[src/rtl/kamus_csr_file_pkg.sv]
// kamus_csr_file_pkg
//   Shared types and constants for the machine-mode CSR file: access opcodes,
//   CSR address map, mstatus / interrupt bit groups and WARL masks.
package kamus_csr_file_pkg;

    typedef enum logic [1:0] {
        CSR_NONE = 2'b00,
        CSR_RW   = 2'b01,
        CSR_RS   = 2'b10,
        CSR_RC   = 2'b11
    } csr_op_e;

    typedef enum logic [11:0] {
        CSR_MSTATUS   = 12'h300,
        CSR_MEDELEG   = 12'h302,
        CSR_MIDELEG   = 12'h303,
        CSR_MIE       = 12'h304,
        CSR_MTVEC     = 12'h305,
        CSR_MSCRATCH  = 12'h340,
        CSR_MEPC      = 12'h341,
        CSR_MCAUSE    = 12'h342,
        CSR_MBADADDR  = 12'h343,
        CSR_MIP       = 12'h344,
        CSR_DSCRATCH  = 12'h7B2,
        CSR_MTIMECMP  = 12'h7C0,
        CSR_MTIMECMPH = 12'h7C1,
        CSR_MCYCLE    = 12'hB00,
        CSR_MINSTRET  = 12'hB02,
        CSR_MCYCLEH   = 12'hB80,
        CSR_MINSTRETH = 12'hB82,
        CSR_CYCLE     = 12'hC00,
        CSR_TIME      = 12'hC01,
        CSR_INSTRET   = 12'hC02,
        CSR_CYCLEH    = 12'hC80,
        CSR_TIMEH     = 12'hC81,
        CSR_INSTRETH  = 12'hC82,
        CSR_MISA      = 12'hF10,
        CSR_MVENDORID = 12'hF11,
        CSR_MARCHID   = 12'hF12,
        CSR_MIMPID    = 12'hF13,
        CSR_MHARTID   = 12'hF14
    } csr_e;

    typedef struct packed {
        logic mpie;
        logic mie;
    } mstatus_t;

    typedef struct packed {
        logic meip;
        logic mtip;
        logic msip;
    } mip_t;

    typedef struct packed {
        logic meie;
        logic mtie;
        logic msie;
    } mie_t;

    // addr[11:10] == 2'b11 marks the read-only CSR space
    localparam logic [11:0] CSR_RO_MASK = 12'hC00;

    localparam logic [31:0] MISA_VALUE   = 32'h4000_0100;
    localparam logic [31:0] ALIGN4_MASK  = 32'hFFFF_FFFC;
    localparam logic [31:0] MCAUSE_MASK  = 32'h8000_000F;

    function automatic logic csr_is_ro(input logic [11:0] addr);
        return (addr & CSR_RO_MASK) == CSR_RO_MASK;
    endfunction

    // MPP is hardwired to machine mode (bits 12:11)
    function automatic logic [31:0] mstatus_word(input mstatus_t s);
        return {19'b0, 2'b11, 3'b0, s.mpie, 3'b0, s.mie, 3'b0};
    endfunction

    function automatic logic [31:0] irq_word(input logic e, input logic t, input logic s);
        return {20'b0, e, 3'b0, t, 3'b0, s, 3'b0};
    endfunction

endpackage

[src/rtl/kamus_csr_file_if.sv]
// kamus_csr_file_if
//   CSR access bus between EX (master) and the CSR file (slave).
//   op/addr/wdata : access request, one per cycle
//   rdata/illegal : combinational pre-write value and access fault
interface kamus_csr_file_if;
    import kamus_csr_file_pkg::*;

    csr_op_e     op;
    logic [11:0] addr;
    logic [31:0] wdata;
    logic [31:0] rdata;
    logic        illegal;

    modport master (
        output op, addr, wdata,
        input  rdata, illegal
    );

    modport slave (
        input  op, addr, wdata,
        output rdata, illegal
    );

endinterface

[src/rtl/kamus_counter64.sv]
// kamus_counter64
//   64-bit free-running counter with independent 32-bit half writes.
//   inc_i   : increment by one this cycle
//   wr_lo_i : replace bits 31:0 with wdata_i (increment suppressed)
//   wr_hi_i : replace bits 63:32 with wdata_i (increment suppressed)
//   value_o : current count
module kamus_counter64 (
    input  logic        clk_i,
    input  logic        rst_ni,
    input  logic        inc_i,
    input  logic        wr_lo_i,
    input  logic        wr_hi_i,
    input  logic [31:0] wdata_i,
    output logic [63:0] value_o
);

    logic [63:0] cnt_q, cnt_d;

    always_comb begin
        cnt_d = cnt_q;
        if (wr_lo_i) begin
            cnt_d[31:0] = wdata_i;
        end else if (wr_hi_i) begin
            cnt_d[63:32] = wdata_i;
        end else if (inc_i) begin
            cnt_d = cnt_q + 64'd1;
        end
    end

    always_ff @(posedge clk_i or negedge rst_ni) begin
        if (!rst_ni) begin
            cnt_q <= '0;
        end else begin
            cnt_q <= cnt_d;
        end
    end

    assign value_o = cnt_q;

endmodule

[src/rtl/kamus_csr_file.sv]
// kamus_csr_file
//   Machine-mode CSR register file: CSRRW/RS/RC read-modify-write, 64-bit
//   cycle/instret/timecmp, trap entry, MRET and interrupt pending.
//   clk_i, rst_ni        : clock, async active-low reset
//   csr_bus              : CSR access bus (slave side)
//   retire_i             : instruction retired this cycle
//   trap_i/_cause/_pc/_tval : trap entry request and its state
//   mret_i               : MRET executing
//   irq_ext_i, irq_sw_i  : level interrupt inputs
//   trap_vector_o, epc_o : redirect targets for fetch
//   irq_pending_o        : enabled interrupt pending
module kamus_csr_file
    import kamus_csr_file_pkg::*;
#(
    parameter logic [31:0] MTVEC_RESET = 32'h0000_0100,
    parameter logic [31:0] HART_ID     = 32'd0
) (
    input  logic                   clk_i,
    input  logic                   rst_ni,
    kamus_csr_file_if.slave        csr_bus,
    input  logic                   retire_i,
    input  logic                   trap_i,
    input  logic [31:0]            trap_cause_i,
    input  logic [31:0]            trap_pc_i,
    input  logic [31:0]            trap_tval_i,
    input  logic                   mret_i,
    input  logic                   irq_ext_i,
    input  logic                   irq_sw_i,
    output logic [31:0]            trap_vector_o,
    output logic [31:0]            epc_o,
    output logic                   irq_pending_o
);

    logic [31:0] mtvec_q, mtvec_d;
    logic [31:0] mscratch_q, mscratch_d;
    logic [31:0] dscratch_q, dscratch_d;
    logic [31:0] mepc_q, mepc_d;
    logic [31:0] mcause_q, mcause_d;
    logic [31:0] mbadaddr_q, mbadaddr_d;
    mstatus_t    mstatus_q, mstatus_d;
    mie_t        mie_q, mie_d;
    logic [63:0] timecmp_q, timecmp_d;

    logic [63:0] cycles, instret;
    mip_t        mip;

    logic [31:0] rd_val;
    logic [31:0] wr_val;
    logic        known;
    logic        access;
    logic        wr_attempt;
    logic        illegal;
    logic        wr_en;

    assign mip.meip = irq_ext_i;
    assign mip.msip = irq_sw_i;
    assign mip.mtip = (cycles >= timecmp_q);

    // ---------------- read decode ----------------
    always_comb begin
        rd_val = '0;
        known  = 1'b1;
        case (csr_bus.addr)
            CSR_MSTATUS:                         rd_val = mstatus_word(mstatus_q);
            CSR_MISA:                            rd_val = MISA_VALUE;
            CSR_MVENDORID, CSR_MARCHID,
            CSR_MIMPID, CSR_MEDELEG,
            CSR_MIDELEG:                         rd_val = '0;
            CSR_MHARTID:                         rd_val = HART_ID;
            CSR_MIE:                             rd_val = irq_word(mie_q.meie, mie_q.mtie, mie_q.msie);
            CSR_MIP:                             rd_val = irq_word(mip.meip, mip.mtip, mip.msip);
            CSR_MTVEC:                           rd_val = mtvec_q;
            CSR_MSCRATCH:                        rd_val = mscratch_q;
            CSR_DSCRATCH:                        rd_val = dscratch_q;
            CSR_MEPC:                            rd_val = mepc_q;
            CSR_MCAUSE:                          rd_val = mcause_q;
            CSR_MBADADDR:                        rd_val = mbadaddr_q;
            CSR_MTIMECMP:                        rd_val = timecmp_q[31:0];
            CSR_MTIMECMPH:                       rd_val = timecmp_q[63:32];
            CSR_MCYCLE, CSR_CYCLE, CSR_TIME:     rd_val = cycles[31:0];
            CSR_MCYCLEH, CSR_CYCLEH, CSR_TIMEH:  rd_val = cycles[63:32];
            CSR_MINSTRET, CSR_INSTRET:           rd_val = instret[31:0];
            CSR_MINSTRETH, CSR_INSTRETH:         rd_val = instret[63:32];
            default:                             known  = 1'b0;
        endcase
    end

    // ---------------- write data and legality ----------------
    always_comb begin
        case (csr_bus.op)
            CSR_RW:  wr_val = csr_bus.wdata;
            CSR_RS:  wr_val = rd_val | csr_bus.wdata;
            CSR_RC:  wr_val = rd_val & ~csr_bus.wdata;
            default: wr_val = rd_val;
        endcase
    end

    assign access     = (csr_bus.op != CSR_NONE);
    // RS/RC with a zero mask are pure reads and never fault on read-only CSRs
    assign wr_attempt = access && ((csr_bus.op == CSR_RW) || (csr_bus.wdata != '0));
    assign illegal    = access && (!known || (wr_attempt && csr_is_ro(csr_bus.addr)));
    assign wr_en      = wr_attempt && !illegal && !trap_i;

    assign csr_bus.rdata   = access ? rd_val : '0;
    assign csr_bus.illegal = illegal;

    // ---------------- next state ----------------
    always_comb begin
        mtvec_d    = mtvec_q;
        mscratch_d = mscratch_q;
        dscratch_d = dscratch_q;
        timecmp_d  = timecmp_q;
        mie_d      = mie_q;
        if (wr_en) begin
            case (csr_bus.addr)
                CSR_MTVEC:     mtvec_d    = wr_val & ALIGN4_MASK;
                CSR_MSCRATCH:  mscratch_d = wr_val;
                CSR_DSCRATCH:  dscratch_d = wr_val;
                CSR_MTIMECMP:  timecmp_d[31:0]  = wr_val;
                CSR_MTIMECMPH: timecmp_d[63:32] = wr_val;
                CSR_MIE:       mie_d = '{meie: wr_val[11], mtie: wr_val[7], msie: wr_val[3]};
                default: ;
            endcase
        end
    end

    always_comb begin
        mepc_d     = mepc_q;
        mcause_d   = mcause_q;
        mbadaddr_d = mbadaddr_q;
        if (trap_i) begin
            mepc_d     = trap_pc_i & ALIGN4_MASK;
            mcause_d   = trap_cause_i & MCAUSE_MASK;
            mbadaddr_d = trap_tval_i;
        end else if (wr_en) begin
            case (csr_bus.addr)
                CSR_MEPC:     mepc_d     = wr_val & ALIGN4_MASK;
                CSR_MCAUSE:   mcause_d   = wr_val & MCAUSE_MASK;
                CSR_MBADADDR: mbadaddr_d = wr_val;
                default: ;
            endcase
        end
    end

    // trap > MRET > CSR write for the shared mie/mpie bits
    always_comb begin
        mstatus_d = mstatus_q;
        if (trap_i) begin
            mstatus_d.mpie = mstatus_q.mie;
            mstatus_d.mie  = 1'b0;
        end else if (mret_i) begin
            mstatus_d.mie  = mstatus_q.mpie;
            mstatus_d.mpie = 1'b1;
        end else if (wr_en && (csr_bus.addr == CSR_MSTATUS)) begin
            mstatus_d.mie  = wr_val[3];
            mstatus_d.mpie = wr_val[7];
        end
    end

    // ---------------- state registers ----------------
    always_ff @(posedge clk_i or negedge rst_ni) begin
        if (!rst_ni) begin
            mtvec_q    <= MTVEC_RESET & ALIGN4_MASK;
            mscratch_q <= '0;
            dscratch_q <= '0;
        end else begin
            mtvec_q    <= mtvec_d;
            mscratch_q <= mscratch_d;
            dscratch_q <= dscratch_d;
        end
    end

    always_ff @(posedge clk_i or negedge rst_ni) begin
        if (!rst_ni) begin
            mepc_q     <= '0;
            mcause_q   <= '0;
            mbadaddr_q <= '0;
        end else begin
            mepc_q     <= mepc_d;
            mcause_q   <= mcause_d;
            mbadaddr_q <= mbadaddr_d;
        end
    end

    always_ff @(posedge clk_i or negedge rst_ni) begin
        if (!rst_ni) begin
            mstatus_q <= '0;
            mie_q     <= '0;
        end else begin
            mstatus_q <= mstatus_d;
            mie_q     <= mie_d;
        end
    end

    always_ff @(posedge clk_i or negedge rst_ni) begin
        if (!rst_ni) begin
            timecmp_q <= '1;
        end else begin
            timecmp_q <= timecmp_d;
        end
    end

    // ---------------- counters ----------------
    kamus_counter64 u_cycles (
        .clk_i   (clk_i),
        .rst_ni  (rst_ni),
        .inc_i   (1'b1),
        .wr_lo_i (wr_en && (csr_bus.addr == CSR_MCYCLE)),
        .wr_hi_i (wr_en && (csr_bus.addr == CSR_MCYCLEH)),
        .wdata_i (wr_val),
        .value_o (cycles)
    );

    kamus_counter64 u_instret (
        .clk_i   (clk_i),
        .rst_ni  (rst_ni),
        .inc_i   (retire_i),
        .wr_lo_i (wr_en && (csr_bus.addr == CSR_MINSTRET)),
        .wr_hi_i (wr_en && (csr_bus.addr == CSR_MINSTRETH)),
        .wdata_i (wr_val),
        .value_o (instret)
    );

    // ---------------- outputs ----------------
    assign trap_vector_o = mtvec_q & ALIGN4_MASK;
    assign epc_o         = mepc_q & ALIGN4_MASK;
    assign irq_pending_o = mstatus_q.mie & ((mip.meip & mie_q.meie) |
                                            (mip.mtip & mie_q.mtie) |
                                            (mip.msip & mie_q.msie));

endmodule

[src/flat_wrapper.sv]
// flat-port wrapper written by rule: the top's interface ports become plain ports
module kamus_csr_file_flat import kamus_csr_file_pkg::*;
#(
    parameter logic [31:0] MTVEC_RESET = 32'h0000_0100,
    parameter logic [31:0] HART_ID     = 32'd0
)
  (clk_i, rst_ni, retire_i, trap_i, trap_cause_i, trap_pc_i, trap_tval_i, mret_i, irq_ext_i, irq_sw_i, trap_vector_o, epc_o, irq_pending_o, csr_bus_op, csr_bus_addr, csr_bus_wdata, csr_bus_rdata, csr_bus_illegal);
  kamus_csr_file_if csr_bus_i ();
  input  logic clk_i;
  input  logic rst_ni;
  input  logic retire_i;
  input  logic trap_i;
  input  logic [31:0] trap_cause_i;
  input  logic [31:0] trap_pc_i;
  input  logic [31:0] trap_tval_i;
  input  logic mret_i;
  input  logic irq_ext_i;
  input  logic irq_sw_i;
  output logic [31:0] trap_vector_o;
  output logic [31:0] epc_o;
  output logic irq_pending_o;
  input wire logic [$bits(csr_bus_i.op)-1:0] csr_bus_op;
  input wire logic [$bits(csr_bus_i.addr)-1:0] csr_bus_addr;
  input wire logic [$bits(csr_bus_i.wdata)-1:0] csr_bus_wdata;
  output wire logic [$bits(csr_bus_i.rdata)-1:0] csr_bus_rdata;
  output wire logic [$bits(csr_bus_i.illegal)-1:0] csr_bus_illegal;
  assign csr_bus_i.op = csr_bus_op;
  assign csr_bus_i.addr = csr_bus_addr;
  assign csr_bus_i.wdata = csr_bus_wdata;
  assign csr_bus_rdata = csr_bus_i.rdata;
  assign csr_bus_illegal = csr_bus_i.illegal;
  kamus_csr_file #(.MTVEC_RESET(MTVEC_RESET), .HART_ID(HART_ID)) u_core (.clk_i(clk_i), .rst_ni(rst_ni), .csr_bus(csr_bus_i), .retire_i(retire_i), .trap_i(trap_i), .trap_cause_i(trap_cause_i), .trap_pc_i(trap_pc_i), .trap_tval_i(trap_tval_i), .mret_i(mret_i), .irq_ext_i(irq_ext_i), .irq_sw_i(irq_sw_i), .trap_vector_o(trap_vector_o), .epc_o(epc_o), .irq_pending_o(irq_pending_o));
endmodule
[config.mk]
export PLATFORM = sky130hd
export DESIGN_NAME = kamus_csr_file_flat
export DESIGN_NICKNAME = d
export VERILOG_FILES = /design/src/rtl/kamus_csr_file_pkg.sv /design/src/rtl/kamus_csr_file_if.sv /design/src/rtl/kamus_counter64.sv /design/src/rtl/kamus_csr_file.sv /design/src/flat_wrapper.sv
export SDC_FILE = /design/constraint.sdc
export NUM_CORES = 1
export LEC_CHECK = 0
export CAP_MARGIN = 20
export CORE_MARGIN = 4
export CORE_UTILIZATION = 58
export DETAILED_ROUTE_END_ITERATION = 8
export PLACE_DENSITY = 0.93
export SETUP_SLACK_MARGIN = 0.15
export SYNTH_ARGS = -nofsm -noshare
export SYNTH_HDL_FRONTEND = slang
export SYNTH_SLANG_ARGS = --single-unit
[constraint.sdc]
create_clock -name clk_i -period 3.3 [get_ports clk_i]
set_input_delay 0.495 -clock clk_i [delete_from_list [all_inputs] [get_ports clk_i]]
set_output_delay 0.495 -clock clk_i [all_outputs]
set_load 0.1 [all_outputs]
==> run_results.csv, run 1 <==
group,metric,value,unit
floorplanning,ios,247,
outcome,stop_error,"[ERROR GRT-0116] Global routing finished with congestion. Check the congestion regions in the DRC Viewer.",
synth,yosysSeqAreaShare,0.398,
synth,ys.flop_type,"dfrtp_1",
clock_tree,cts_htree_levels,2,
floorplanning,die_h,206,um
outcome,status,"aborted with a tool error",
outcome,outcome.stop_stage,"global routing (5_1_grt)",
place,io_buffers,213,
synth,synth_top_area_share,0.322,
global_routing,grt_pass1_wl,302000,um
clock_tree,clkSinkCount,358,
global_routing,grt_max_degree,88,
synth,async_reset_ff_frac,1.00,
synth,synth.area.top_cells,"dfrtp_1, dfstp_2, o21ai_0",
synth,synth_area_leader_cell,"dfrtp_1",
clock_tree,clockBufferDepth,3,
floorplanning,num_rows,72,
place,place_hpwl,87700,um
place,gp_congestion,1.25,
synth,syn_area_per_cell,8.66,um^2
synth,synth_cell_types,90,
global_routing,grt_pass1_vias,41500,
synth,synth_area,22700,um^2
floorplanning,die_x,206,um
global_routing,track_usage,0.955,
synth,ys_warn_count,0,
synth,synth_cells,2626,
clock_tree,clockRootBuffer,"clkbuf_16",
synth,synth_seq_cells,358,
place,placed_area,29600,um^2
floorplanning,initial_utilization,0.587,
global_routing,gr-total-overflow,2095,
clock_tree,cts_buffers,39,
place,pre_cts_ws,-0.847,ns
synth,synth_edf_count,0,
==> repair_timing <==
| action | CTS |
|---|---|
| endpoints found under the hold margin | 14 |
| setup buffers | 114 |
| gates resized for setup | 362 |
| pin swaps | 126 |
| cloned | 8 |
| hold buffers | 1 |
| endpoints found under the setup margin | 364 |
==> Yosys cell counts, types with 12 or more instances <==
library cell and instances:
a211oi_1 17, a21o_1 16, a21oi_1 226, a221o_1 12, a221oi_1 26, a222oi_1 36, a22o_1 51, a22oi_1 51
a31oi_1 20, a32oi_1 20, and2_1 23, and3_1 46, and4_1 21, buf_2 49, buf_4 19, clkbuf_1 130
dfrtp_1 293, dfstp_2 65, ha_1 66, inv_1 86, mux2i_1 35, nand2_1 296, nand3_1 85, nand4_1 61
nor2_1 179, nor3_1 59, nor4_1 20, o211ai_1 13, o21a_1 48, o21ai_0 231, o21ai_1 23, o221ai_1 23
o22a_1 12, o22ai_1 15, or3_1 15, xnor2_1 40, xor2_1 21
==> per-stage QoR <==
step | instances | hold WS (ns)
4_1_cts | 3833 | 0.231
3_5_place_dp | 3640 | 0.482
3_3_place_gp | 3640 | 0.463
2_1_floorplan | 2629 | 0.199
==> layer usage <==
layer | track usage | overflow
met1 | 0.901 | 201
met2 | 1.07 | 1147
met5 | 0.799 | 25
met3 | 0.884 | 230
met4 | 0.981 | 492
==> cells by family after synthesis <==
group                    synth area share
XOR/XNOR                           0.0235
AND/OR/NAND/NOR                     0.199
multiplexers                       0.0189
AO/OA/AOI/OAI                       0.270
buffers and inverters              0.0545
flip-flops                          0.398
adder cells (fa/ha/maj)            0.0363
other                            0.000165
==> run 2, diff against run 1 <==
--- a/config.mk
+++ b/config.mk
@@ -7,10 +7,9 @@
 export LEC_CHECK = 0
 export CAP_MARGIN = 20
 export CORE_MARGIN = 4
-export CORE_UTILIZATION = 58
+export CORE_UTILIZATION = 40
 export DETAILED_ROUTE_END_ITERATION = 8
-export PLACE_DENSITY = 0.93
-export SETUP_SLACK_MARGIN = 0.15
+export PLACE_DENSITY_LB_ADDON = 0.15
 export SYNTH_ARGS = -nofsm -noshare
 export SYNTH_HDL_FRONTEND = slang
 export SYNTH_SLANG_ARGS = --single-unit
==> run 2 against run 1 <==
  * The flow now finishes, with violations (negative setup slack)
  * Synthesized cell count stayed put
  * Area after synthesis is the same
==> run_results.csv, run 2 <==
group,metric,value,unit
global_routing,antenna_found_initial,3,
global_routing,grt_pass1_vias,25400,
timing,fin_ws,-0.606,ns
global_routing,gr-total-overflow,0,
setup_path,cp-end-kind,"output pin",
place,io_buffers,213,
clock_tree,clockRootBuffer,"clkbuf_16",
final_layout,n_antenna_cell,0,
setup_path,reg2reg_depth,8,
floorplanning,num_rows,87,
timing,timing.final.crit_share,1.18,
routing,drt_iter0_drc,3849,
pwr,power.static_leakage,14.9,nW
final_layout,final_common_cell,"buf_4",
timing,finalCriticalPeriod,3.91,ns
synth,syn_area_per_cell,8.66,um^2
timing,rsz0062_at_grt,"true",
pwr,p_sw,3.52,mW
place,place_hpwl,96000,um
synth,synth.area.top_cells,"dfrtp_1, dfstp_2, o21ai_0",
place,gp_congestion,1.04,
final_layout,fin_area,34800,um^2
pwr,power_density,341,nW/um^2
final_layout,area_delta_synth_final,53.0,%
setup_path,crit_family,"compound AO/OA/AOI/OAI gates",
routing,top_layer,"met4",
setup_path,reg2reg_from,"u_core.u_cycles.value_o[36]",
clock_tree,clock_latency,0.60,ns
synth,ys.flop_type,"dfrtp_1",
floorplanning,dieArea,60700,um^2
place,placed_cells,3947,
clock_tree,clockBufferDepth,3,
synth,synth_top_area_share,0.322,
outcome,status,"finished with violations",
setup_path,crit_chain,"inv_2 -> ha_4 -> a211o_1 -> a21oi_1 -> o31ai_4 -> a31oi_4 -> o22a_1 -> nand2_2 -> a222oi_1 -> buf_4 -> nor2b_4 -> buf_12",
floorplanning,die_x,246,um
setup_path,cp_slowest_stage_delay,0.55,ns
floorplanning,core_area,56400,um^2
synth,async_reset_ff_frac,1.00,
setup_path,critPathLaunchType,"flip-flop",
routing,wl_per_cell,30.7,um
synth,netlist_top_cells_count,"nand2_1, dfrtp_1, o21ai_0",
min_path,hold_path_class,"in2async",
timing,max_freq,0.256,GHz
synth,synth_area_leader_cell,"dfrtp_1",
setup_path,cp_slowest_cell,"dfstp_2",
final_layout,drive_above_1_share,0.347,
clock_tree,cts_buffers,44,
final_layout,final_cells,4164,
place,placed_area,30500,um^2
setup_path,arrival,3.41,ns
pwr,seqPwrFrac,0.394,
routing,drt_wl_total,128000,um
global_routing,track_usage,0.404,
floorplanning,ios,247,
job,max-cap-violations,0,
setup_path,crit_type,"reg2out",
setup_path,r2r_end,"u_core.u_cycles.value_o[63]",
setup_path,cp.required,2.80,ns
final_layout,layout_common_cells,"buf_4, dfrtp_1, nand2_1",
timing,setup_violations,32,
setup_path,cp_max_fo,2,
routing,drc,0,
global_routing,grt_pass1_wl,180000,um
timing,hold_viol,0,
synth,ys_warn_count,0,
synth,synth_edf_count,0,
routing,via_count,26700,
routing,first_pass_iters,8,
pwr,clkPwrFrac,0.444,
setup_path,crit_buf_inv,3,
floorplanning,die_h,246,um
timing,skew,0.0179,ns
synth,synth_area,22700,um^2
outcome,failed_checks,"negative setup slack",
pwr,swShare,0.297,
routing,ant_nets,0,
timing,worstMarginPinSlew,1.17,ns
clock_tree,path_clk_slew,0.06,ns
routing,avgViaCountPerCell,6.42,
timing,slew_headroom,0.218,
routing,dr_wl_met2,54800,um
global_routing,grt_max_degree,80,
clock_tree,cts_tree,"built",
clock_tree,cts_htree_levels,2,
floorplanning,initial_utilization,0.403,
clock_tree,clkSinkCount,358,
routing,wl_met1,51200,um
pwr,combinationalPowerShare,0.161,
pwr,vdd_drop_max,0.376,mV
routing,wl_met3,15500,um
synth,synth_cell_types,90,
timing,slew_violations,0,
setup_path,r2r_slack,0.11,ns
synth,synth_cells,2626,
synth,yosys.cell_count.top_type,"nand2_1",
pwr,intPower,8.34,mW
final_layout,fin_nets,3588,
synth,yosysSeqAreaShare,0.398,
synth,synth_seq_cells,358,
## run 2: logic make-up (layout without fill, tap and decap cells)
| kind of cell | Yosys count | after routing | synth area share |
|---|---|---|---|
| buf+inv | 293 | 1072 | 0.0545 |
| flops | 358 | 358 | 0.398 |
| other cells | 1 | 4 | 0.000165 |
| simple gates | 884 | 884 | 0.199 |
| compound gates | 921 | 921 | 0.270 |
| fa+ha+maj | 66 | 66 | 0.0363 |
| mux | 42 | 42 | 0.0189 |
| xor+xnor | 61 | 61 | 0.0235 |
## run 2: how the worst max path moves through the flow
| stage | startpoint | endpoint | slack [ns] | cells after the start |
|---|---|---|---|---|
| 2_1_floorplan | csr_bus_addr[0] | csr_bus_rdata[29] | -0.01 | 9 |
| 3_3_place_gp | csr_bus_addr[5] | u_core.u_instret.value_o[45] | -1.00 | 13 |
| 3_5_place_dp | csr_bus_addr[5] | u_core.mepc_q[13] | -1.02 | 13 |
| 4_1_cts | u_core.timecmp_q[35] | irq_pending_o | -0.56 | 13 |
| 5_1_grt | u_core.timecmp_q[9] | irq_pending_o | -0.61 | 12 |
| 6_report | u_core.timecmp_q[5] | irq_pending_o | -0.61 | 12 |
## run 2: area by class of cell
| type | count | area, um^2 |
|---|---|---|
| fillers | 4890 | 21600 |
| clock buffers | 64 | 1290 |
| multi-input cells | 1978 | 14000 |
| inverters | 87 | 328 |
| repair buffers | 904 | 8970 |
| clock inverters | 17 | 254 |
| flip-flops and latches | 358 | 9040 |
| well taps | 756 | 946 |
## run 2: metrics by stage
stage	utilization	hold slack [ns]	power (mW)	setup slack [ns]	TNS (ns)
floorplan	-	0.199	5.48	-0.0149	-0.0149
global placement	0.541	0.436	6.48	-1.00	-198.26
detailed placement	0.541	0.440	6.50	-1.02	-202.52
CTS	0.596	0.411	11.8	-0.558	-2.16
global route	0.617	0.433	12.2	-0.609	-3.62
finish	0.617	0.429	11.9	-0.606	-3.24
## run 2: power by group through the flow
| stage | Clock [mW] | Sequential, mW | Combinational [mW] |
|---|---|---|---|
| floorplan | 0 | 4.92 | 0.559 |
| global placement | 0 | 4.73 | 1.75 |
| detailed placement | 0 | 4.73 | 1.77 |
| CTS | 5.30 | 4.67 | 1.84 |
| global route | 5.48 | 4.69 | 1.99 |
| finish | 5.27 | 4.68 | 1.91 |
## run 2: repair_timing
item / CTS / global route
resized for setup: 233 / 134
setup endpoints to repair: 111 / 36
endpoints found under the hold margin: 20 / 0
setup buffers: 79 / 67
cloned: 3 / 3
pin swaps: 78 / 98
hold buffers: 1 / 0
## run 2: per-layer routing
metal,vias up,GRT usage
met5,-,0
met2,1776,0.602
met4,0,0.156
met1,13200,0.564
li1,11400,-
met3,350,0.104
(Power assumes the default switching activity.)
==> run 3, diff against run 2 <==
--- a/config.mk
+++ b/config.mk
@@ -5,6 +5,7 @@
 export SDC_FILE = /design/constraint.sdc
 export NUM_CORES = 1
 export LEC_CHECK = 0
+export ABC_AREA = 1
 export CAP_MARGIN = 20
 export CORE_MARGIN = 4
 export CORE_UTILIZATION = 40
==> run 3 against run 2 <==
  * The flow still finishes with violations (negative setup slack)
  * Die area grew 8.6%
  * Via count grew 14%
  * Total power grew 3.4%
  * Core utilization shrank 4.2 points
  * Critical endpoint is now csr_bus_rdata[7]
  * Register-to-register slack gained 0.06 ns
  * Synthesized cell count grew 40%
  * Clock-buffer cell count shrank 4
  * Combinational power grew 6%
  * First-iteration DRC count grew 12%
  * Largest power group unchanged
  * Critical path type unchanged
==> run_results.csv, run 3 <==
group,metric,value,unit
timing,fin_ws,-0.226,ns
final_layout,final_cells,5166,
pwr,power_density,351,nW/um^2
setup_path,critPathLaunchType,"flip-flop",
routing,first_pass_iters,8,
final_layout,final_common_cell,"nand2_1",
floorplanning,die_x,257,um
final_layout,layout_common_cells,"nand2_1, buf_4, inv_1",
final_layout,area_delta_synth_final,41.1,%
clock_tree,clock_latency,0.62,ns
setup_path,cp.required,2.80,ns
routing,drc,0,
global_routing,gr-total-overflow,0,
synth,synth_top_area_share,0.296,
timing,slew_violations,0,
synth,yosysSeqAreaShare,0.365,
synth,synth_area,24800,um^2
timing,slew_headroom,0.353,
global_routing,track_usage,0.435,
outcome,status,"finished with violations",
synth,synth_area_leader_cell,"dfrtp_1",
timing,hold_viol,0,
pwr,report.power.total,12.3,mW
synth,synth_cell_types,47,
setup_path,arrival,3.03,ns
timing,skew,0.0265,ns
routing,wl_per_cell,28.8,um
timing,worstMarginPinSlew,0.968,ns
place,io_buffers,213,
synth,ys.flop_type,"dfrtp_1",
pwr,power.static_leakage,16.6,nW
clock_tree,path_clk_slew,0.06,ns
floorplanning,initial_utilization,0.407,
synth,synth_seq_cells,358,
clock_tree,cts_htree_levels,2,
global_routing,grt_pass1_wl,207000,um
min_path,hold_path_class,"in2reg",
setup_path,cp-end-kind,"output pin",
synth,async_reset_ff_frac,1.00,
global_routing,grt_max_degree,83,
place,place_hpwl,119000,um
final_layout,drive_above_1_share,0.227,
global_routing,antenna_found_initial,5,
global_routing,grt_pass1_vias,28200,
synth,yosys.cell_count.top_type,"nand2_1",
pwr,vdd_drop_max,0.466,mV
place,gp_congestion,1.12,
floorplanning,die_h,257,um
floorplanning,dieArea,65900,um^2
place,placed_cells,5054,
clock_tree,cts_buffers,45,
routing,drt_iter0_drc,4305,
job,max-cap-violations,0,
clock_tree,clockBufferDepth,3,
outcome,failed_checks,"negative setup slack",
timing,setup_violations,2,
synth,netlist_top_cells_count,"nand2_1, inv_1, nor2_1",
setup_path,cp_max_fo,2,
routing,ant_nets,0,
clock_tree,clkSinkCount,358,
routing,via_count,30400,
setup_path,crit_family,"simple AND/OR/NAND/NOR gates",
setup_path,cp_slowest_stage_delay,0.55,ns
floorplanning,ios,247,
clock_tree,clockRootBuffer,"clkbuf_16",
setup_path,crit_buf_inv,2,
synth,syn_area_per_cell,6.73,um^2
setup_path,crit_type,"reg2out",
synth,synth_cells,3680,
floorplanning,core_area,60800,um^2
floorplanning,num_rows,90,
final_layout,fin_nets,4561,
timing,timing.final.crit_share,1.07,
timing,rsz0062_at_grt,"true",
setup_path,cp_slowest_cell,"dfstp_2",
routing,drt_wl_total,149000,um
routing,avgViaCountPerCell,5.88,
synth,synth_edf_count,0,
synth,ys_warn_count,0,
timing,max_freq,0.284,GHz
synth,synth.area.top_cells,"dfrtp_1, nand2_1, dfstp_2",
setup_path,crit_chain,"clkinvlp_4 -> ha_4 -> nand2_2 -> nand2_1 -> nand2_1 -> nand2_1 -> nand2_2 -> a21oi_2 -> nor2_1 -> nand2_1 -> nand2_2 -> nand2_4 -> nand2_2 -> a21oi_4 -> buf_12",
clock_tree,cts_tree,"built",
timing,finalCriticalPeriod,3.53,ns
[run 3: cell types whose count changed after synthesis, sizes merged, moves of 51 or more]
cell,before,now
o21ai,254,368
a21oi,228,143
xor2,21,117
a22oi,54,0
nand2,297,1194
nor2,180,348
a22o,51,0
nand3,85,163
inv,86,385
o211ai,13,69
[run 3: cell type report]
cell class / instances / area [um^2]
Antenna cell: 3 / 7.51
Clock buffer: 60 / 1250
Clock inverter: 22 / 298
Fill cell: 5842 / 25900
Inverter: 388 / 1470
Multi-Input combinational cell: 2784 / 14300
Sequential cell: 358 / 9040
Tap cell: 782 / 978
Timing Repair Buffer: 769 / 7590
[run 3: path summary, 6_finish.rpt]
path | endpoint | slack, ns | from | cells after the start
setup / recovery | csr_bus_rdata[7] | -0.23 | u_core.timecmp_q[17] | 15
hold / removal | u_core.mbadaddr_q[2] | 0.27 | trap_i | 3
setup reg to reg | u_core.u_cycles.value_o[42] | 0.17 | u_core.u_cycles.value_o[1] | 16
hold reg to reg | u_core.mscratch_q[14] | 0.49 | u_core.mscratch_q[14] | 2
max in group asynchronous | u_core.mbadaddr_q[11] | 1.89 | rst_ni | 3
min in group asynchronous | u_core.u_cycles.value_o[1] | 0.52 | rst_ni | 2
[run 3: cell families after synthesis]
| logic type | share of synthesized area |
|---|---|
| xor+xnor | 0.0439 |
| simple gates | 0.320 |
| other cells | 0.000151 |
| buf+inv | 0.0857 |
| flops | 0.365 |
| fa+ha+maj | 0.0334 |
| compound gates | 0.152 |
[run 3: tightest hold or removal path, stage by stage]
cell	delay [ns]
buf_4	0.16
nor3_1	0.07
a21oi_1	0.11
[run 3: stage by stage]
| step | area, um^2 | hold slack (ns) | setup slack (ns) | util | TNS, ns |
|---|---|---|---|---|---|
| finish | 34900 | 0.266 | -0.226 | 0.574 | -0.419 |
| global route | 34900 | 0.287 | -0.244 | 0.574 | -0.580 |
| global placement | 32400 | 0.466 | -0.548 | 0.534 | -100.15 |
| floorplan | 24800 | 0.199 | 0.0769 | - | 0 |
| detailed placement | 32400 | 0.474 | -0.478 | 0.534 | -103.48 |
| CTS | 34500 | 0.249 | -0.185 | 0.567 | -0.352 |
[run 3: layer usage]
layer,vias to the layer above,part of all wire,track usage
met5,-,0,0
met4,0,0.067,0.225
met3,451,0.13,0.127
met2,2037,0.42,0.652
met1,14500,0.39,0.572
li1,13400,-,-
[run 3: what timing repair did]
item | in CTS | in global routing
hold buffers | 1 | 0
gates cloned | 2 | 1
buffers inserted | 9 | 14
pin swaps | 26 | 37
endpoints found under the setup margin | 34 | 28
hold endpoints to repair | 52 | 0
gates resized for setup | 116 | 100
[run 3: power by group]
| group | leakage, nW | internal [mW] | switching (mW) | total, mW |
|---|---|---|---|---|
| clock | 0.757 | 3.15 | 2.22 | 5.37 |
| combinational | 11.6 | 0.667 | 1.36 | 2.02 |
| sequential | 4.26 | 4.57 | 0.307 | 4.88 |
| total | 16.6 | 8.38 | 3.88 | 12.3 |
